`config.mk`:
```
export PLATFORM = sky130hd
export DESIGN_NAME = fetch_unit
export DESIGN_NICKNAME = d
export VERILOG_FILES = /design/src/rtl/fetch_unit.sv
export SDC_FILE = /design/constraint.sdc
export NUM_CORES = 1
export LEC_CHECK = 0
export CAP_MARGIN = 20
export CORE_MARGIN = 10
export CORE_UTILIZATION = 60
export CTS_BUF_LIST = sky130_fd_sc_hd__clkbuf_8
export DETAILED_ROUTE_END_ITERATION = 8
export DONT_BUFFER_PORTS = 1
export PLACE_DENSITY = 0.76
export SLEW_MARGIN = 0
export SYNTH_ARGS = -nofsm -noshare
export SYNTH_HDL_FRONTEND = slang
export SYNTH_SLANG_ARGS = --single-unit
```
`constraint.sdc`:
```
create_clock -name clk -period 2.1 [get_ports clk]
set_input_delay 0.42 -clock clk [delete_from_list [all_inputs] [get_ports clk]]
set_output_delay 0.42 -clock clk [all_outputs]
set_load 0.05 [all_outputs]
```
`src/rtl/fetch_unit.sv`:
```
// fetch_unit: WISC instruction fetch front end with PC/EPC, imem req/ack and a one-entry instruction buffer
//   clk, rst                   : clock, synchronous active-high reset
//   imem_req/addr/ack/rdata    : instruction memory handshake (request held until ack)
//   instr, opCode, func        : buffered instruction and its decode fields
//   instr_pc, pc_plus2         : address of buffered instruction and its successor
//   instr_valid, instr_ready   : decoder handshake; dec_halt/siic/rti qualify an accept
//   redirect_en, redirect_pc   : execute-stage branch/jump redirect
//   halted, err                : fetch stopped; sticky misaligned-redirect flag
module fetch_unit #(
    parameter int              PC_W     = 16,
    parameter logic [PC_W-1:0] RESET_PC = '0,
    parameter logic [PC_W-1:0] EXC_VEC  = PC_W'(2)
) (
    input  logic            clk,
    input  logic            rst,
    output logic            imem_req,
    output logic [PC_W-1:0] imem_addr,
    input  logic            imem_ack,
    input  logic [15:0]     imem_rdata,
    output logic [15:0]     instr,
    output logic [4:0]      opCode,
    output logic [1:0]      func,
    output logic [PC_W-1:0] instr_pc,
    output logic [PC_W-1:0] pc_plus2,
    output logic            instr_valid,
    input  logic            instr_ready,
    input  logic            dec_halt,
    input  logic            dec_siic,
    input  logic            dec_rti,
    input  logic            redirect_en,
    input  logic [PC_W-1:0] redirect_pc,
    output logic            halted,
    output logic            err
);
    localparam logic [1:0] FETCH  = 2'd0;
    localparam logic [1:0] VALID  = 2'd1;
    localparam logic [1:0] HALTED = 2'd2;

    logic [1:0]      state_q, state_d;
    logic [PC_W-1:0] pc_q, pc_d, epc_q, epc_d, req_addr_q, req_addr_d, instr_pc_q, instr_pc_d;
    logic [15:0]     instr_q, instr_d;
    logic            squash_q, squash_d, err_q, err_d;
    logic            accept, redir;

    assign imem_req    = state_q == FETCH;
    assign imem_addr   = req_addr_q;
    assign instr_valid = state_q == VALID;
    assign halted      = state_q == HALTED;
    assign instr       = instr_q;
    assign opCode      = instr_q[15:11];
    assign func        = instr_q[1:0];
    assign instr_pc    = instr_pc_q;
    assign pc_plus2    = instr_pc_q + PC_W'(2);
    assign err         = err_q;
    assign accept      = instr_valid & instr_ready;
    assign redir       = redirect_en & ~halted;

    always_comb begin
        state_d    = state_q;
        pc_d       = redir ? {redirect_pc[PC_W-1:1], 1'b0} : pc_q;
        err_d      = err_q | (redir & redirect_pc[0]);
        epc_d      = epc_q;
        req_addr_d = req_addr_q;
        instr_d    = instr_q;
        instr_pc_d = instr_pc_q;
        squash_d   = squash_q;
        if (state_q == FETCH) begin
            if (imem_ack && (squash_q || redirect_en)) begin
                // stale data: drop it and restart at the (possibly redirected) pc
                squash_d   = 1'b0;
                req_addr_d = pc_d;
            end else if (imem_ack) begin
                instr_d    = imem_rdata;
                instr_pc_d = req_addr_q;
                pc_d       = req_addr_q + PC_W'(2);
                state_d    = VALID;
            end else if (redirect_en) begin
                // memory cannot cancel: keep the request, discard its data on ack
                squash_d = 1'b1;
            end
        end else if (state_q == VALID) begin
            if (redirect_en) begin
                state_d    = FETCH;
                req_addr_d = pc_d;
            end else if (accept && dec_halt) begin
                state_d = HALTED;
            end else if (accept) begin
                state_d = FETCH;
                if (dec_siic) begin
                    epc_d = pc_plus2;
                    pc_d  = EXC_VEC;
                end else if (dec_rti) begin
                    pc_d = epc_q;
                end
                req_addr_d = pc_d;
            end
        end
    end

    always_ff @(posedge clk) begin
        if (rst) begin
            state_q    <= FETCH;
            pc_q       <= RESET_PC;
            epc_q      <= '0;
            req_addr_q <= RESET_PC;
            instr_q    <= 16'h0800;
            instr_pc_q <= RESET_PC;
            squash_q   <= 1'b0;
            err_q      <= 1'b0;
        end else begin
            state_q    <= state_d;
            pc_q       <= pc_d;
            epc_q      <= epc_d;
            req_addr_q <= req_addr_d;
            instr_q    <= instr_d;
            instr_pc_q <= instr_pc_d;
            squash_q   <= squash_d;
            err_q      <= err_d;
        end
    end
endmodule

```
==> flow_summary.ini <==
[clocking]
htree_levels = 3
tritoncts = built
cts_root_buf = clkbuf_8
clk_latency_ps = 370
clk_pin_slew_ps = 90
numCtsBuffers = 9
numClockSinks = 84
cts.path.max_buffers = 2

[synth]
yosysWarnings = 0
synth_top_area_share = 0.395
ys_seq_area_frac = 0.395
ys_ff_latch = 84
netlist_instances = 545
synth_ff_type = dfxtp_1
avgSynthCellArea_um2 = 7.81
yosys.area.top_type = dfxtp_1
synth-edff-count = 0
synth_area_um2 = 4260
synthTopCellsByArea = dfxtp_1, nand2_1, a21oi_1
syn_nets = 587
ys_async_sr_fraction = 0
ys_types = 51

[place]
gp_congestion = 0.894
dpl.hpwl_mm = 9.44
place_inst = 660
pre_cts_slack_ps = 123
port_buffers = 0

[hold_path]
hp-class = input port to flip-flop

[setup_path]
crit_arrival_ps = 1960
worst-path-max-fanout = 4
required_ps = 1680
critPathCaptureType = output port
worstSetupPathType = flip-flop to output port
worst_setup_path_start_kind = flip-flop

[drt]
routed_wl_mm = 14.0
final_antenna_net_count = 0
via_per_inst = 6.23
drc_errors = 0
drt-pass1-iter-count = 7
wl_per_cell_um = 20.4
vias = 4268
drt_iter0_drc = 363

[sta]
clock_skew_ps = 11.2
rsz0062_at_grt = true
setup-tns-final_ps = -918
worstMarginPinSlew_ps = 658
finalWorstSetupSlack_ps = -282
relSlewSlack = 0.561
setup_viol = 7
max_freq_ghz = 0.420
finalHoldViolCount = 0
finalCriticalPeriod_ps = 2380
timing.final.crit_share = 1.13
slew_violations = 0

[power_and_ir_drop]
power_density_nw_per_um2 = 686
leakagePower_nw = 2.12
vdd_drop_max_mv = 0.456
total_power_mw = 3.62

[die]
die-area_um2 = 10900
num_io_pins = 115
start_util = 0.623
die-height_um = 104
rows = 30
core_area_um2 = 6830
die_w_um = 104

[layout]
area_growth_pct = 24.0
nets = 625
drive_gt1_frac = 0.247
post-route-util = 0.772
fin_cells = 685

[grt]
grt_pass1_vias = 4099
antenna_found_initial = 1
grt_overflow = 0
grt_max_degree = 82
grt_pass1_wl_mm = 21.6
grt_usage = 0.242

[status]
violations = negative setup slack
status = finished, violations left

[run]
maxCapViolations = 0
==> routing by layer <==
| layer | vias up | share of wire | GRT usage |
|---|---|---|---|
| met5 | - | 0 | 0 |
| met4 | 0 | 0.019 | 0.0765 |
| met3 | 24 | 0.12 | 0.100 |
| met2 | 236 | 0.47 | 0.379 |
| met1 | 2013 | 0.39 | 0.293 |
| li1 | 1995 | - | - |
==> Yosys cell counts, drive strengths merged, types with 7 or more instances <==
master  number
nand2b      10
dfxtp       84
a22oi        9
xnor2       15
inv          8
nor2        42
clkbuf      22
o21ai       14
a211oi      11
nand2      107
nand3       20
nor3         9
o211ai      19
mux2         7
xor2         9
a31oi        8
buf         26
a21oi       66
==> report_power, final <==
group          switching [mW]  internal (mW)  total (mW)
registers               0.107           1.66        1.77
logic                   0.511          0.233       0.744
clock network           0.633          0.471        1.10
==> placed cells by master, fill, tap and decap left out, drive strengths merged, types with 2 or more instances in the layout <==
| cell | synthesis | routed |
|---|---|---|
| nand2b | 10 | 10 |
| a31oi | 8 | 8 |
| a22oi | 9 | 9 |
| o211a | 5 | 5 |
| and4 | 5 | 5 |
| a211oi | 11 | 11 |
| clkinvlp | 0 | 2 |
| a221oi | 2 | 2 |
| mux2 | 7 | 7 |
| xor2 | 9 | 9 |
| o21a | 5 | 5 |
| ha | 2 | 2 |
| a311oi | 3 | 3 |
| and2 | 6 | 6 |
| o21ai | 14 | 14 |
| or4 | 2 | 2 |
| clkinv | 1 | 3 |
| mux2i | 2 | 2 |
| nor3 | 9 | 9 |
| nand3 | 20 | 20 |
| buf | 26 | 75 |
| a21oi | 66 | 66 |
| a221o | 2 | 2 |
| nor2 | 42 | 42 |
| dfxtp | 84 | 84 |
| a32oi | 2 | 2 |
| xnor2 | 15 | 15 |
| and3 | 3 | 3 |
| a222oi | 3 | 3 |
| o211ai | 19 | 19 |
| nand4 | 6 | 6 |
| nand2 | 107 | 107 |
| clkbuf | 22 | 10 |
| inv | 8 | 10 |
==> sequential cells by signal, indices dropped and copies added, names as in the netlist <==
name / cells
instr_pc: 16
squash_q: 1
state_q: 2
err: 1
epc_q: 16
imem_addr: 16
pc_q: 16
instr: 16
==> critical path, stage by stage, from the launching register on <==
cell,delay [ps]
dfxtp_4,370
clkinvlp_4,110
or4b_4,590
nor2_4,180
xor2_4,190
buf_12,160
==> worst paths after layout <==
path / startpoint / endpoint / slack [ps] / cells after the start
worst max-delay path: instr_pc[8]$_SDFFE_PP0P_ / pc_plus2[15] / -280 / 5
worst min-delay path: rst / instr[4]$_SDFFE_PP0P_ / 110 / 1
worst max register to register: state_q[1]$_SDFFE_PP0P_ / pc_q[2]$_SDFF_PP0_ / 180 / 5
worst min register to register: instr[13]$_SDFFE_PP0P_ / instr[13]$_SDFFE_PP0P_ / 450 / 2
==> area by class of cell <==
cell class | instances | area, um2
multi-input cells | 404 | 2520
flip-flops and latches | 84 | 1730
fillers | 483 | 1560
repair buffers | 75 | 686
clock buffers | 10 | 138
well taps | 96 | 120
clock inverters | 6 | 45.0
inverters | 9 | 37.5
diodes | 1 | 2.50
==> stage by stage <==
stage                     hold slack [ps]  instance area [um2]
after floorplan                       431                 4420
after global placement                432                 4890
after detailed placement              435                 4890
after CTS                             103                 5120
after global routing                 90.1                 5280
final                                 109                 5280
==> cells by family after synthesis <==
group	after synthesis	share of synthesized area
fa+ha+maj	2	0.00588
buf+inv	57	0.0647
compound gates	155	0.235
mux	9	0.0232
flops	84	0.395
simple gates	214	0.227
xor+xnor	24	0.0494
==> what timing repair did <==
action | CTS | global route
gates resized for setup | 8 | 24
endpoints found under the setup margin | 7 | 16
endpoints found under the hold margin | 0 | 0
hold buffers | 0 | 0
pin swaps | 4 | 5
buffers inserted | 2 | 6
Power figures use the tool's default switching activity.
